### config.mk
export PLATFORM = sky130hd
export DESIGN_NAME = mem_access_unit
export DESIGN_NICKNAME = d
export VERILOG_FILES = /design/src/rtl/riscv_mem_pkg.sv /design/src/rtl/mem_lane_align.sv /design/src/rtl/mem_access_unit.sv
export SDC_FILE = /design/constraint.sdc
export NUM_CORES = 1
export LEC_CHECK = 0
export CAP_MARGIN = 10
export CORE_AREA = 4 4 130 95
export CTS_BUF_LIST = sky130_fd_sc_hd__clkbuf_8
export DETAILED_ROUTE_END_ITERATION = 8
export DIE_AREA = 0 0 134 99
export MAX_ROUTING_LAYER = met4
export PLACE_DENSITY = 0.86
export SETUP_SLACK_MARGIN = 0.5
export SYNTH_ARGS = -nofsm -noshare
export SYNTH_HDL_FRONTEND = slang
export SYNTH_SLANG_ARGS = --single-unit
### constraint.sdc
create_clock -name i_clk -period 4.15 [get_ports i_clk]
set_input_delay 0.83 -clock i_clk [delete_from_list [all_inputs] [get_ports i_clk]]
set_output_delay 0.83 -clock i_clk [all_outputs]
set_load 0.1 [all_outputs]
### src/rtl/riscv_mem_pkg.sv
// riscv_mem_pkg: shared funct3 encodings, FSM states and strobe width for the memory access unit
package riscv_mem_pkg;
  localparam int WSTRB_W = 4;
  localparam logic [2:0] F3_B = 3'b000, F3_H = 3'b001, F3_W = 3'b010, F3_BU = 3'b100, F3_HU = 3'b101;
  typedef enum logic [1:0] {IDLE, REQ, WAIT, DONE} mem_state_t;
  function automatic logic f3_legal(input logic [2:0] f3);
    return f3 inside {F3_B, F3_H, F3_W, F3_BU, F3_HU};
  endfunction
endpackage

### src/rtl/mem_lane_align.sv
// mem_lane_align: store lane replication/strobes and load lane extraction/extension
module mem_lane_align
  import riscv_mem_pkg::*;
(
  input  logic [2:0]         st_funct3,
  input  logic [1:0]         st_off,
  input  logic [31:0]        st_data,
  output logic [31:0]        st_wdata,
  output logic [WSTRB_W-1:0] st_wstrb,
  input  logic [2:0]         ld_funct3,
  input  logic [1:0]         ld_off,
  input  logic [31:0]        ld_rdata,
  output logic [31:0]        ld_data
);
  logic [7:0]  b;
  logic [15:0] h;
  always_comb begin
    st_wdata = st_funct3[1] ? st_data : st_funct3[0] ? {2{st_data[15:0]}} : {4{st_data[7:0]}};
    st_wstrb = st_funct3[1] ? 4'b1111 : (st_funct3[0] ? 4'b0011 : 4'b0001) << st_off;
    b = ld_rdata[{ld_off, 3'b000} +: 8];
    h = ld_off[1] ? ld_rdata[31:16] : ld_rdata[15:0];
    ld_data = ld_funct3[1] ? ld_rdata
            : ld_funct3[0] ? {{16{h[15] & ~ld_funct3[2]}}, h}
            : {{24{b[7] & ~ld_funct3[2]}}, b};
  end
endmodule

### src/rtl/mem_access_unit.sv
// mem_access_unit: IM-stage load/store engine driving a valid/ready memory port, stalling while busy
module mem_access_unit
  import riscv_mem_pkg::*;
#(
  parameter int DATA_WIDTH     = 32,
  parameter int ADDR_WIDTH     = 32,
  parameter int TIMEOUT_CYCLES = 255
) (
  input  logic                  i_clk,
  input  logic                  i_reset_n,
  input  logic                  i_valid,
  input  logic                  i_ctrl_mem_rd,
  input  logic                  i_ctrl_mem_wr,
  input  logic [2:0]            i_ctrl_funct3,
  input  logic [ADDR_WIDTH-1:0] i_addr,
  input  logic [DATA_WIDTH-1:0] i_wr_data,
  output logic [DATA_WIDTH-1:0] o_rd_data,
  output logic                  o_stall,
  output logic                  o_fault,
  output logic                  o_mem_req_valid,
  input  logic                  i_mem_req_ready,
  output logic                  o_mem_req_we,
  output logic [ADDR_WIDTH-1:0] o_mem_req_addr,
  output logic [DATA_WIDTH-1:0] o_mem_req_wdata,
  output logic [WSTRB_W-1:0]    o_mem_req_wstrb,
  input  logic                  i_mem_rsp_valid,
  input  logic [DATA_WIDTH-1:0] i_mem_rsp_rdata
);
  localparam int CW = $clog2(TIMEOUT_CYCLES + 1);
  mem_state_t state, state_n;
  logic [ADDR_WIDTH-1:0] addr_q;
  logic [DATA_WIDTH-1:0] wdata_q, st_wdata, ld_data;
  logic [WSTRB_W-1:0]    wstrb_q, st_wstrb;
  logic                  we_q, fault_q, access, bad, tmo;
  logic [2:0]            f3_q;
  logic [1:0]            off_q;
  logic [CW-1:0]         cnt;

  mem_lane_align u_align (
    .st_funct3(i_ctrl_funct3),
    .st_off   (i_addr[1:0]),
    .st_data  (i_wr_data),
    .st_wdata (st_wdata),
    .st_wstrb (st_wstrb),
    .ld_funct3(f3_q),
    .ld_off   (off_q),
    .ld_rdata (i_mem_rsp_rdata),
    .ld_data  (ld_data)
  );

  always_comb begin
    access = i_valid & (i_ctrl_mem_rd | i_ctrl_mem_wr);
    bad = (i_ctrl_mem_rd & i_ctrl_mem_wr) | ~f3_legal(i_ctrl_funct3)
        | (i_ctrl_funct3[0] & i_addr[0]) | (i_ctrl_funct3[1] & |i_addr[1:0]);
    tmo = cnt == CW'(TIMEOUT_CYCLES - 1);
    state_n = state == IDLE ? (access ? (bad ? DONE : REQ) : IDLE)
            : state == REQ  ? (tmo ? DONE : i_mem_req_ready ? WAIT : REQ)
            : state == WAIT ? ((tmo | i_mem_rsp_valid) ? DONE : WAIT)
            : IDLE;
    o_stall = state == REQ | state == WAIT | (state == IDLE & access);
    o_fault = state == DONE & fault_q;
    o_mem_req_valid = state == REQ;
    o_mem_req_we = we_q;
    o_mem_req_addr = addr_q;
    o_mem_req_wdata = wdata_q;
    o_mem_req_wstrb = wstrb_q;
  end

  always_ff @(posedge i_clk) begin
    if (!i_reset_n) begin
      state     <= IDLE;
      addr_q    <= '0;
      wdata_q   <= '0;
      wstrb_q   <= '0;
      we_q      <= 1'b0;
      f3_q      <= '0;
      off_q     <= '0;
      fault_q   <= 1'b0;
      cnt       <= '0;
      o_rd_data <= '0;
    end else begin
      state <= state_n;
      cnt   <= (state == REQ || state == WAIT) ? cnt + 1'b1 : '0;
      if (state == IDLE && access) begin
        fault_q <= bad;
        addr_q  <= {i_addr[ADDR_WIDTH-1:2], 2'b00};
        wdata_q <= i_ctrl_mem_wr ? st_wdata : '0;
        wstrb_q <= i_ctrl_mem_wr ? st_wstrb : '0;
        we_q    <= i_ctrl_mem_wr;
        f3_q    <= i_ctrl_funct3;
        off_q   <= i_addr[1:0];
        if (bad) o_rd_data <= '0;
      end
      // a response arriving on the final WAIT cycle still completes the access
      if ((state == REQ && tmo) || (state == WAIT && tmo && !i_mem_rsp_valid)) begin
        fault_q   <= 1'b1;
        o_rd_data <= '0;
      end else if (state == WAIT && i_mem_rsp_valid && !we_q) begin
        o_rd_data <= ld_data;
      end
    end
  end
endmodule

* After elaboration in Yosys (flattened, before gate mapping)
Cells that the tools add are included.
** Storage, ports and cells
- Register bits :: 115
- Input port bits :: 106
- Output and inout bits :: 104
- Word-level logic and storage cells :: 81
** Operators by class
- $add $sub $neg :: 1
- Equality and inequality tests :: 8
- Shift-type cells :: 2
- Mux-type cells :: 22
- Bitwise gates (word level) :: 18
- Reduce and logical (&&, ||, !) cells :: 20
** Operators with widths (number)
- 32-bit 2-to-1 mux :: 8
- 32-bit by 6-bit variable part select with 8-bit output :: 1
- 16-bit 2-to-1 mux :: 1
- 2-bit 2-to-1 mux :: 8
- 8-bit by 1-bit adder with 8-bit output (second input constant) :: 1
- 1-bit AND :: 8
- 8-bit == test (second input constant) :: 1
- 4-bit 2-to-1 mux :: 2
- 1-bit bitwise OR :: 7
- 3-bit == test (second input constant) :: 2
- 1-bit logical AND :: 6
- 2-bit nonzero test :: 3
- 5-bit nonzero test :: 1
- 2-bit == test (second input constant) :: 2
- 2-bit AND reduction :: 2
- 2-bit OR reduction :: 2
- 4-bit by 2-bit left shift with 4-bit output :: 1
- 3-bit by 1-bit == test with 1-bit output (second input constant) :: 1
- 3-bit by 2-bit == test with 1-bit output (second input constant) :: 1
- 3-bit zero test :: 1
- 1-bit 2-to-1 mux :: 3
- 1-bit inverter :: 3
- 2-bit by 1-bit == test with 1-bit output (second input constant) :: 1
- 1-bit zero test :: 2
- 2 further kinds :: 3

* Longest topological paths before layout
Gate-level depths: netlist of the first run.
- Word-level depth :: 9
- Depth in mapped cells :: 8

* Hierarchy
A second synthesis of the first run with hierarchy kept.
** Second synthesis, totals
- Cell total of the unflattened synthesis :: 657
- Area, all modules :: 5765.5 sq um
** By module, submodules not included
- mem_access_unit :: times used 1, cells an instance 497, area an instance 4561.9 sq um
- mem_lane_align :: times used 1, cells an instance 160, area an instance 1203.7 sq um

* Worst setup path after synthesis of the first run
OpenSTA, ideal clock, no wires.
- Path kind :: input-to-output
- From :: in i_ctrl_mem_wr
- To :: out o_stall
- Data arrival time :: 1.852 ns
- Required time :: 3.320 ns
- Setup slack :: 1.468 ns
- Stages on the path :: 3
- Buffers on the path :: 1
- Path through :: o211ai_1 > buf_2 > nand2b_1
** On the way
- Cells in the longest elaborated chain, start to end :: 4
** RTL lines
- start, declared :: line mem_access_unit.sv:13 : input logic i_ctrl_mem_wr,
- 1-bit bitwise OR :: line mem_access_unit.sv:52 : access = i_valid & (i_ctrl_mem_rd | i_ctrl_mem_wr);
- 1-bit AND :: line mem_access_unit.sv:52
- 1-bit AND :: line mem_access_unit.sv:60 : o_stall = state == REQ | state == WAIT | (state == IDLE & access);
- 1-bit bitwise OR :: line mem_access_unit.sv:60
- end, declared :: line mem_access_unit.sv:18 : output logic o_stall,
No other way between the ends.

* Final worst setup path of the first run
- From :: reg state[1]
- To :: out o_mem_req_valid
** On the way
- Cells in the longest elaborated chain, start to end :: 1
** RTL lines
- start, declared :: line mem_access_unit.sv:30 : mem_state_t state, state_n;
- start signal, assigned :: line mem_access_unit.sv:82 : state <= state_n;
- 2-bit by 1-bit == test with 1-bit output :: line mem_access_unit.sv:62 : o_mem_req_valid = state == REQ;
- end, declared :: line mem_access_unit.sv:20 : output logic o_mem_req_valid,
No other way between the ends.

==> run metrics, run 1 <==
vias in the first global route 5416; largest net degree at the start of global routing 75; Setup WS pre-CTS 1.13 ns; outcome complete, no violations; Clock Skews 0.0160 ns; wire length of the first global-routing pass 27.2 mm; CTS tree yes; Slew Limit Fails 0; fmax 0.323 GHz; area added between synthesis and finish 47.9%; setup TNS 0 ns; Post-Synth XOR/XNOR Area 1.01%; gp weighted congestion 0.910; root buf cell clkbuf_8; boundary pin count 210; Net count, final 928; CTS sink cnt 115; Hold WC Path Type reg2reg; mux cell area share after synthesis 8.52%; worst stage delay on the critical path 1.17 ns; Seq/Total Area, Yosys 44.2%; CTS HTree Levels 4; DR vias/cell 5.50; final instance area 0.00771 mm2; total grt overflow 0; most frequent cells in the layout clkdlybuf4s50_1, nand2_1, dfxtp_1; data arrival time of the worst path 2.26 ns; WL final 17.2 mm; CP Max Fanout 5; post-synthesis simple-gate area fraction 20.9%; Static Leak 2.81 nW; IO Port Bufs 207; CP max stage cell clkdlybuf4s50_1; total track usage 26.3%; Post-DP HPWL 12.4 mm; Seq cells post-synth 115; Hold Vio Cnt, Final 0; PnR worst setup slack 1.06 ns; crit path kind reg2out; setup bufs post-CTS 0; EDFF count, synth 0; largest family of logic cells by synthesized area simple AND/OR/NAND/NOR gates; Post-CTS Hold Buffers 0; DRC errors left 0; crit path launch type register; Post-Route Utilization 70.5%; Synth Area in Compound Gates 18.0%; CP endpoint kind primary output; Worst-path clk slew 0.07 ns; Total Power 3.21 mW; drt pass-1 iters 5; Avg Cell Area, Syn 8.23 um2; mapped cell area 0.00521 mm2; CP Cell Sequence inv_1 -> ha_1 -> clkdlybuf4s50_1; CTS Buf Count 17; die area 0.0133 mm2; DR vias 5397; Setup Viol. Count Final 0; Unique masters post-synth 48; Synth Area in Adders 1.44%; antenna violations before repair 0; post-route antenna net violation count 0; share of synthesized flip-flops with an asynchronous set or reset 0%; Max Root-Sink Buffers 2; slew margin rel. 26.4%; 1st-iter DRT viols 320; die height 99 um; Yosys Warn Count 0; RSZ-0062 raised after global routing no; # resized after CTS 0; max-cap violations 0; core box area 0.0109 mm2; commonest non-fill, non-tap cell in the layout clkdlybuf4s50_1; pwr dens 416 mW/mm2; layout cells sized above 1 7.00%; crit share post-route 74.5%; min cycle time layout 3.09 ns; Rows 32; main flop type after synthesis dfxtp_1; die width 134 um; Initial Utilization 47.7%; Post-Synthesis Cells 633; wire per inst 17.5 um; Worst Path Required 3.32 ns; Tightest Pin Transition 1.10 ns; clk_lat worst skew 0.43 ns; Placed Instance Area 0.00726 mm2; fillers 834; # diodes 0; IR drop worst, VDD 0.000300 V
cell usage after synthesis, types with 2 or more instances:
| cell type | n | area (um2) |
|---|---|---|
| mux2_2 | 8 | 90.1 |
| nor3_1 | 2 | 10.0 |
| o211ai_1 | 2 | 15.0 |
| nor3b_1 | 7 | 52.6 |
| buf_4 | 5 | 37.5 |
| and3_1 | 3 | 18.8 |
| nand2b_1 | 4 | 25.0 |
| o21ai_0 | 23 | 115 |
| a22oi_1 | 16 | 120 |
| dfxtp_1 | 115 | 2300 |
| inv_1 | 7 | 26.3 |
| nand2_1 | 122 | 458 |
| nor2b_1 | 9 | 56.3 |
| mux2i_1 | 34 | 340 |
| xor2_1 | 5 | 43.8 |
| o221ai_1 | 7 | 61.3 |
| a31oi_1 | 16 | 100 |
| clkbuf_1 | 18 | 67.6 |
| nand3_2 | 2 | 20.0 |
| ha_1 | 6 | 75.1 |
| buf_6 | 3 | 33.8 |
| nor2_1 | 55 | 206 |
| nor2_2 | 2 | 12.5 |
| buf_2 | 23 | 115 |
| o2111ai_1 | 7 | 61.3 |
| and2_1 | 2 | 12.5 |
| nand3_1 | 36 | 180 |
| a21oi_1 | 74 | 370 |
metal layers:
layer	vias to the layer above	global-route usage (%)	routed length [um]
met5	-	-	0
met4	0	9.33	297
met3	28	10.3	1750
met2	251	40.7	8100
met1	2563	31.2	7010
li1	2555	-	-
kinds of logic after synthesis:
logic type,Yosys count
AND/OR/NAND/NOR,249
AO/OA/AOI/OAI,154
flip-flops,115
buffers and inverters,59
multiplexers,43
adder cells (fa/ha/maj),6
XOR/XNOR,6
other,1
registers in the layout, summed over array words and instances (netlist names):
register and count:
cnt 8, f3_q 3, fault_q 1, o_mem_req_addr 30, o_mem_req_wdata 32, o_mem_req_we 1
o_mem_req_wstrb 4, o_rd_data 32, off_q 2, state 2
critical path, delay by kind of cell, from the launching register on:
family / cells / cell delay (ns)
buf+inv: 2 / 1.25
flops: 1 / 0.33
fa+ha+maj: 1 / 0.25
path summary, 6_finish.rpt:
| kind | start | to | slack (ns) | cells after the start |
|---|---|---|---|---|
| worst max register to register | f3_q[1] | o_rd_data[29] | 1.62 | 4 |
| worst min register to register | o_mem_req_wdata[9] | o_mem_req_wdata[9] | 0.45 | 2 |
| worst max-delay path | state[1] | o_mem_req_valid | 1.06 | 3 |
| worst min-delay path | o_mem_req_wdata[9] | o_mem_req_wdata[9] | 0.45 | 2 |
where the power goes:
part / switching [mW] / internal [mW] / total (mW) / leakage (nW)
sequential: 0.0387 / 1.16 / 1.20 / 0.936
combinational: 0.599 / 0.258 / 0.858 / 1.66
clock: 0.471 / 0.684 / 1.15 / 0.211
total: 1.11 / 2.10 / 3.21 / 2.81
per-stage QoR:
step	cells	hold WS, ns
after floorplan	634	0.452
after detailed placement	950	0.443
after CTS	982	0.455
after global routing	982	0.476
final	982	0.451
after global placement	950	0.440
final cells by class:
type	instances	area, um2	area share (%)
inverters	8	30.0	0.390
repair buffers	214	2130	27.7
clock buffers	19	262	3.39
clock inverters	13	184	2.39
flip-flops and latches	115	2300	29.9
well taps	153	191	2.48
multi-input cells	460	2610	33.8
(Power assumes the default switching activity.)
==> run 2, diff against run 1 <==
- CORE_AREA: 4 4 130 95 -> 4 4 134 98
- DIE_AREA: 0 0 134 99 -> 0 0 138 102
- PLACE_DENSITY: 0.86 -> 0.81
- clock period: 4.15 -> 3.03 ns (I/O delays scaled with it)
==> run 2 against run 1 <==
Effect of this change: first-iteration DRC count increased by 30%; sequential share of layout area increased by 0.73 points; cell count increased by 1.5%; non-clock buffer count increased by 6; clock skew decreased by 0.0011 ns; worst setup slack got worse by 0.44 ns; die area increased by 6.1%; critical endpoint is now o_stall; wire length decreased by 2.0%; global-route usage decreased by 2.3 points; clock power increased by 37%.
==> run metrics, run 2 (synthesized netlist as in run 1, its figures left out) <==
outcome complete, no violations; area added between synthesis and finish 44.4%; PnR worst setup slack 0.613 ns (-0.444 ns); DR vias 5343 (-1.0%); total grt overflow 0 (unchanged); die height 102 um (+3.0%); DRC errors left 0 (unchanged); RSZ-0062 raised after global routing no; drt pass-1 iters 5 (unchanged); setup TNS 0 ns (unchanged); die area 0.0141 mm2 (+6.1%); largest net degree at the start of global routing 76 (+1.3%); min cycle time layout 2.42 ns; data arrival time of the worst path 1.81 ns (-0.45 ns); fillers 1019 (+22%); CTS HTree Levels 4 (unchanged); wire length of the first global-routing pass 26.2 mm (-3.6%); CTS tree yes; slew margin rel. 58.9% (+33 points); vias in the first global route 5231 (-3.4%); layout cells sized above 1 19.8% (+13 points); Clock Skews 0.0148 ns (-0.00113 ns); Initial Utilization 43.4% (-4.2 points); gp weighted congestion 0.966 (+6.2%); wire per inst 16.9 um (-3.5%); total track usage 24.0% (-2.3 points); Static Leak 3.03 nW (+8.1%); crit share post-route 79.8%; Hold WC Path Type reg2reg; Tightest Pin Transition 0.616 ns (-0.486 ns); max-cap violations 0 (unchanged); DR vias/cell 5.36 (-2.5%); CP Max Fanout 5 (unchanged); setup bufs post-CTS 0 (unchanged); fmax 0.414 GHz; crit path kind in2out; Worst Path Required 2.42 ns (-0.90 ns); die width 138 um (+3.0%); WL final 16.8 mm (-2.0%); Post-Route Utilization 62.7% (-7.8 points); CTS sink cnt 115 (unchanged); Slew Limit Fails 0 (unchanged); CP endpoint kind primary output; 1st-iter DRT viols 416 (+30%); Setup WS pre-CTS 0.606 ns (-0.525 ns); commonest non-fill, non-tap cell in the layout nand2_1; # resized after CTS 0 (unchanged); IR drop worst, VDD 0.000334 V (+11%); boundary pin count 210 (unchanged); crit path launch type input pin; Post-CTS Hold Buffers 0 (unchanged); post-route antenna net violation count 0 (unchanged); Worst-path clk slew 0.07 ns (about the same); Net count, final 934 (+0.65%); root buf cell clkbuf_8; CTS Buf Count 17 (unchanged); most frequent cells in the layout nand2_1, dfxtp_1, buf_4; pwr dens 582 mW/mm2 (+40%); Post-DP HPWL 12.4 mm (-0.23%); Hold Vio Cnt, Final 0 (unchanged); antenna violations before repair 1 (+1); Max Root-Sink Buffers 2 (unchanged); IO Port Bufs 207 (unchanged); Rows 34 (+6.3%); core box area 0.0120 mm2 (+9.8%); clk_lat worst skew 0.42 ns (about the same); Total Power 4.38 mW (+36%); Setup Viol. Count Final 0 (unchanged)
==> run 2: stage by stage <==
| stage | std cells | hold slack [ns] | area (um2) |
|---|---|---|---|
| detailed placement | 965 | 0.447 | 7080 |
| global placement | 965 | 0.442 | 7080 |
| finish | 997 | 0.456 | 7520 |
| global route | 997 | 0.472 | 7520 |
| floorplan | 634 | 0.452 | 5220 |
| CTS | 996 | 0.457 | 7520 |
==> run 2: critical path, cell delays in order <==
cell,delay (ns)
clkdlybuf4s50_1,0.47
o211ai_1,0.38
nand2b_1,0.16
buf_12,0.19
==> run 2: layout make-up <==
class                      instances  area [um2]  share of cell area [%]
antenna                            1        2.50                  0.0333
clock buffer                      19         262                    3.48
clock inverter                    12         181                    2.41
inverter                           8        30.0                   0.399
multi-input combinational        460        2610                    34.6
sequential                       115        2300                    30.6
tap                              162         203                    2.69
timing repair buffer             220        1940                    25.8
==> run 2: layer usage <==
metal / GRT usage (%) / wire length, um
met5: - / 0
met4: 8.05 / 439
met2: 38.6 / 7870
met3: 8.19 / 1610
met1: 28.6 / 6900
==> run 2: worst paths after layout <==
kind / startpoint / slack, ns / cells after the start / endpoint
setup / recovery: i_ctrl_mem_wr / 0.61 / 4 / o_stall
hold / removal: o_mem_req_addr[30] / 0.46 / 2 / o_mem_req_addr[30]
setup reg to reg: state[0] / 1.17 / 6 / o_rd_data[28]
hold reg to reg: o_mem_req_addr[30] / 0.46 / 2 / o_mem_req_addr[30]
==> run 2: where the power goes <==
group          switching [mW]  internal (mW)  leakage, nW
Clock                   0.646          0.938        0.210
Combinational           0.821          0.339         1.89
Sequential             0.0483           1.59        0.936
==> run 3, diff against run 2 <==
- CORE_AREA: 4 4 134 98 -> 4 4 142 103
- DIE_AREA: 0 0 138 102 -> 0 0 146 107
- PLACE_DENSITY: 0.81 -> 0.77
- clock period: 3.03 -> 2.15 ns (I/O delays scaled with it)
==> run 3 against run 2 <==
Effect of this change: utilization rose by 2.0 points; total power rose by 47%; first-iteration DRC count fell by 25%; combinational power rose by 61%; non-clock buffer count rose by 46; largest power group unchanged; sequential power rose by 41%; wire length rose by 12%; sequential share of layout area fell by 3.4 points; critical path depth rose by 2.
==> run metrics, run 3 (synthesized netlist as in run 1, its figures left out) <==
# diodes 0 (-1); crit path kind reg2out; Post-CTS Hold Buffers 0 (unchanged); CTS HTree Levels 4 (unchanged); total track usage 21.7% (-2.3 points); boundary pin count 210 (unchanged); IR drop worst, VDD 0.000568 V (+70%); IO Port Bufs 207 (unchanged); pwr dens 757 mW/mm2 (+30%); min cycle time layout 1.95 ns; layout cells sized above 1 30.5% (+11 points); Post-DP HPWL 12.1 mm (-2.4%); placed cells 986 (+2.2%); Rows 35 (+2.9%); fmax 0.514 GHz; die area 0.0156 mm2 (+11%); area added between synthesis and finish 62.7%; Setup WS pre-CTS 0.0987 ns (-0.508 ns); slew margin rel. 60.8% (+1.9 points); wire length of the first global-routing pass 26.7 mm (+1.6%); DR vias 5591 (+4.6%); Worst-path clk slew 0.07 ns (about the same); drt pass-1 iters 5 (unchanged); RSZ-0062 raised after global routing yes; gp weighted congestion 0.852 (-12%); antenna violations before repair 0 (-1); Setup Viol. Count Final 0 (unchanged); CTS tree yes; core box area 0.0131 mm2 (+9.1%); total grt overflow 0 (unchanged); final cell count without fillers 1047 (+5.0%); Clock Skews 0.0112 ns (-0.00368 ns); data arrival time of the worst path 1.52 ns (-0.29 ns); commonest non-fill, non-tap cell in the layout buf_4; setup TNS 0 ns (unchanged); max-cap violations 0 (unchanged); clk_lat worst skew 0.44 ns (+0.02 ns); Static Leak 3.40 nW (+12%); WL final 18.8 mm (+12%); Tightest Pin Transition 0.588 ns (-0.0281 ns); Hold Vio Cnt, Final 0 (unchanged); Initial Utilization 39.8% (-3.6 points); root buf cell clkbuf_8; CP endpoint kind primary output; Hold WC Path Type reg2reg; wire per inst 18.0 um (+6.7%); post-route antenna net violation count 0 (unchanged); crit share post-route 90.5%; CTS Buf Count 17 (unchanged); Net count, final 980 (+4.9%); Max Root-Sink Buffers 2 (unchanged); vias in the first global route 5128 (-2.0%); most frequent cells in the layout buf_4, nand2_1, dfxtp_1; largest net degree at the start of global routing 47 (-38%); outcome complete, no violations; Slew Limit Fails 0 (unchanged); CP Max Fanout 2 (-3); DR vias/cell 5.34 (-0.36%); CTS sink cnt 115 (unchanged); die width 146 um (+5.8%); Worst Path Required 1.72 ns (-0.70 ns); die height 107 um (+4.9%); PnR worst setup slack 0.205 ns (-0.408 ns); 1st-iter DRT viols 310 (-25%); crit path launch type register; DRC errors left 0 (unchanged)
[run 3: cell type report]
type | count | area [um2]
flip-flops and latches | 115 | 2310
repair buffers | 266 | 2530
well taps | 166 | 208
multi-input cells | 460 | 2960
clock buffers | 17 | 234
inverters | 8 | 30.0
fillers | 1050 | 4610
clock inverters | 15 | 208
[run 3: final timing paths]
kind	startpoint	end	slack (ns)	cells after the start
setup / recovery	state[1]	o_stall	0.20	6
hold / removal	o_mem_req_wstrb[0]	o_mem_req_wstrb[0]	0.45	2
setup reg to reg	state[1]	o_rd_data[22]	0.32	9
hold reg to reg	o_mem_req_wstrb[0]	o_mem_req_wstrb[0]	0.45	2
[run 3: critical path: stages, from the launching register on]
cell and delay, ns:
dfxtp_2 0.35, inv_2 0.05, ha_4 0.15, o211ai_1 0.12
buf_4 0.19, nand2b_4 0.06, buf_12 0.16
[run 3: what timing repair did]
action / 4_1_cts / 5_1_grt
cloned: 2 / 8
buffers inserted: 11 / 8
resized for setup: 26 / 70
pin swaps: 6 / 10
setup endpoints to repair: 54 / 52
[run 3: report_power, final]
part	leakage (nW)	total (mW)	switching, mW	internal [mW]
Sequential	0.937	2.30	0.0672	2.23
Combinational	2.25	1.87	1.25	0.625
Clock	0.209	2.25	0.974	1.27
[run 3: layer usage]
| layer | GRT usage (%) | routed length, um | vias to the layer above |
|---|---|---|---|
| met5 | - | 0 | - |
| met1 | 29.4 | 8420 | 2638 |
| met2 | 31.5 | 8450 | 249 |
| met3 | 6.00 | 1680 | 31 |
| met4 | 7.18 | 299 | 0 |
| li1 | - | - | 2673 |
[run 3: metrics by stage]
stage	total power, mW	utilization (%)	area (um2)	hold slack [ns]
after floorplan	3.49	-	5230	0.452
after global placement	4.02	55.6	7290	0.441
after detailed placement	4.03	55.6	7290	0.444
after CTS	6.32	60.6	7940	0.454
after global routing	6.65	64.8	8480	0.470
final	6.42	64.8	8480	0.452
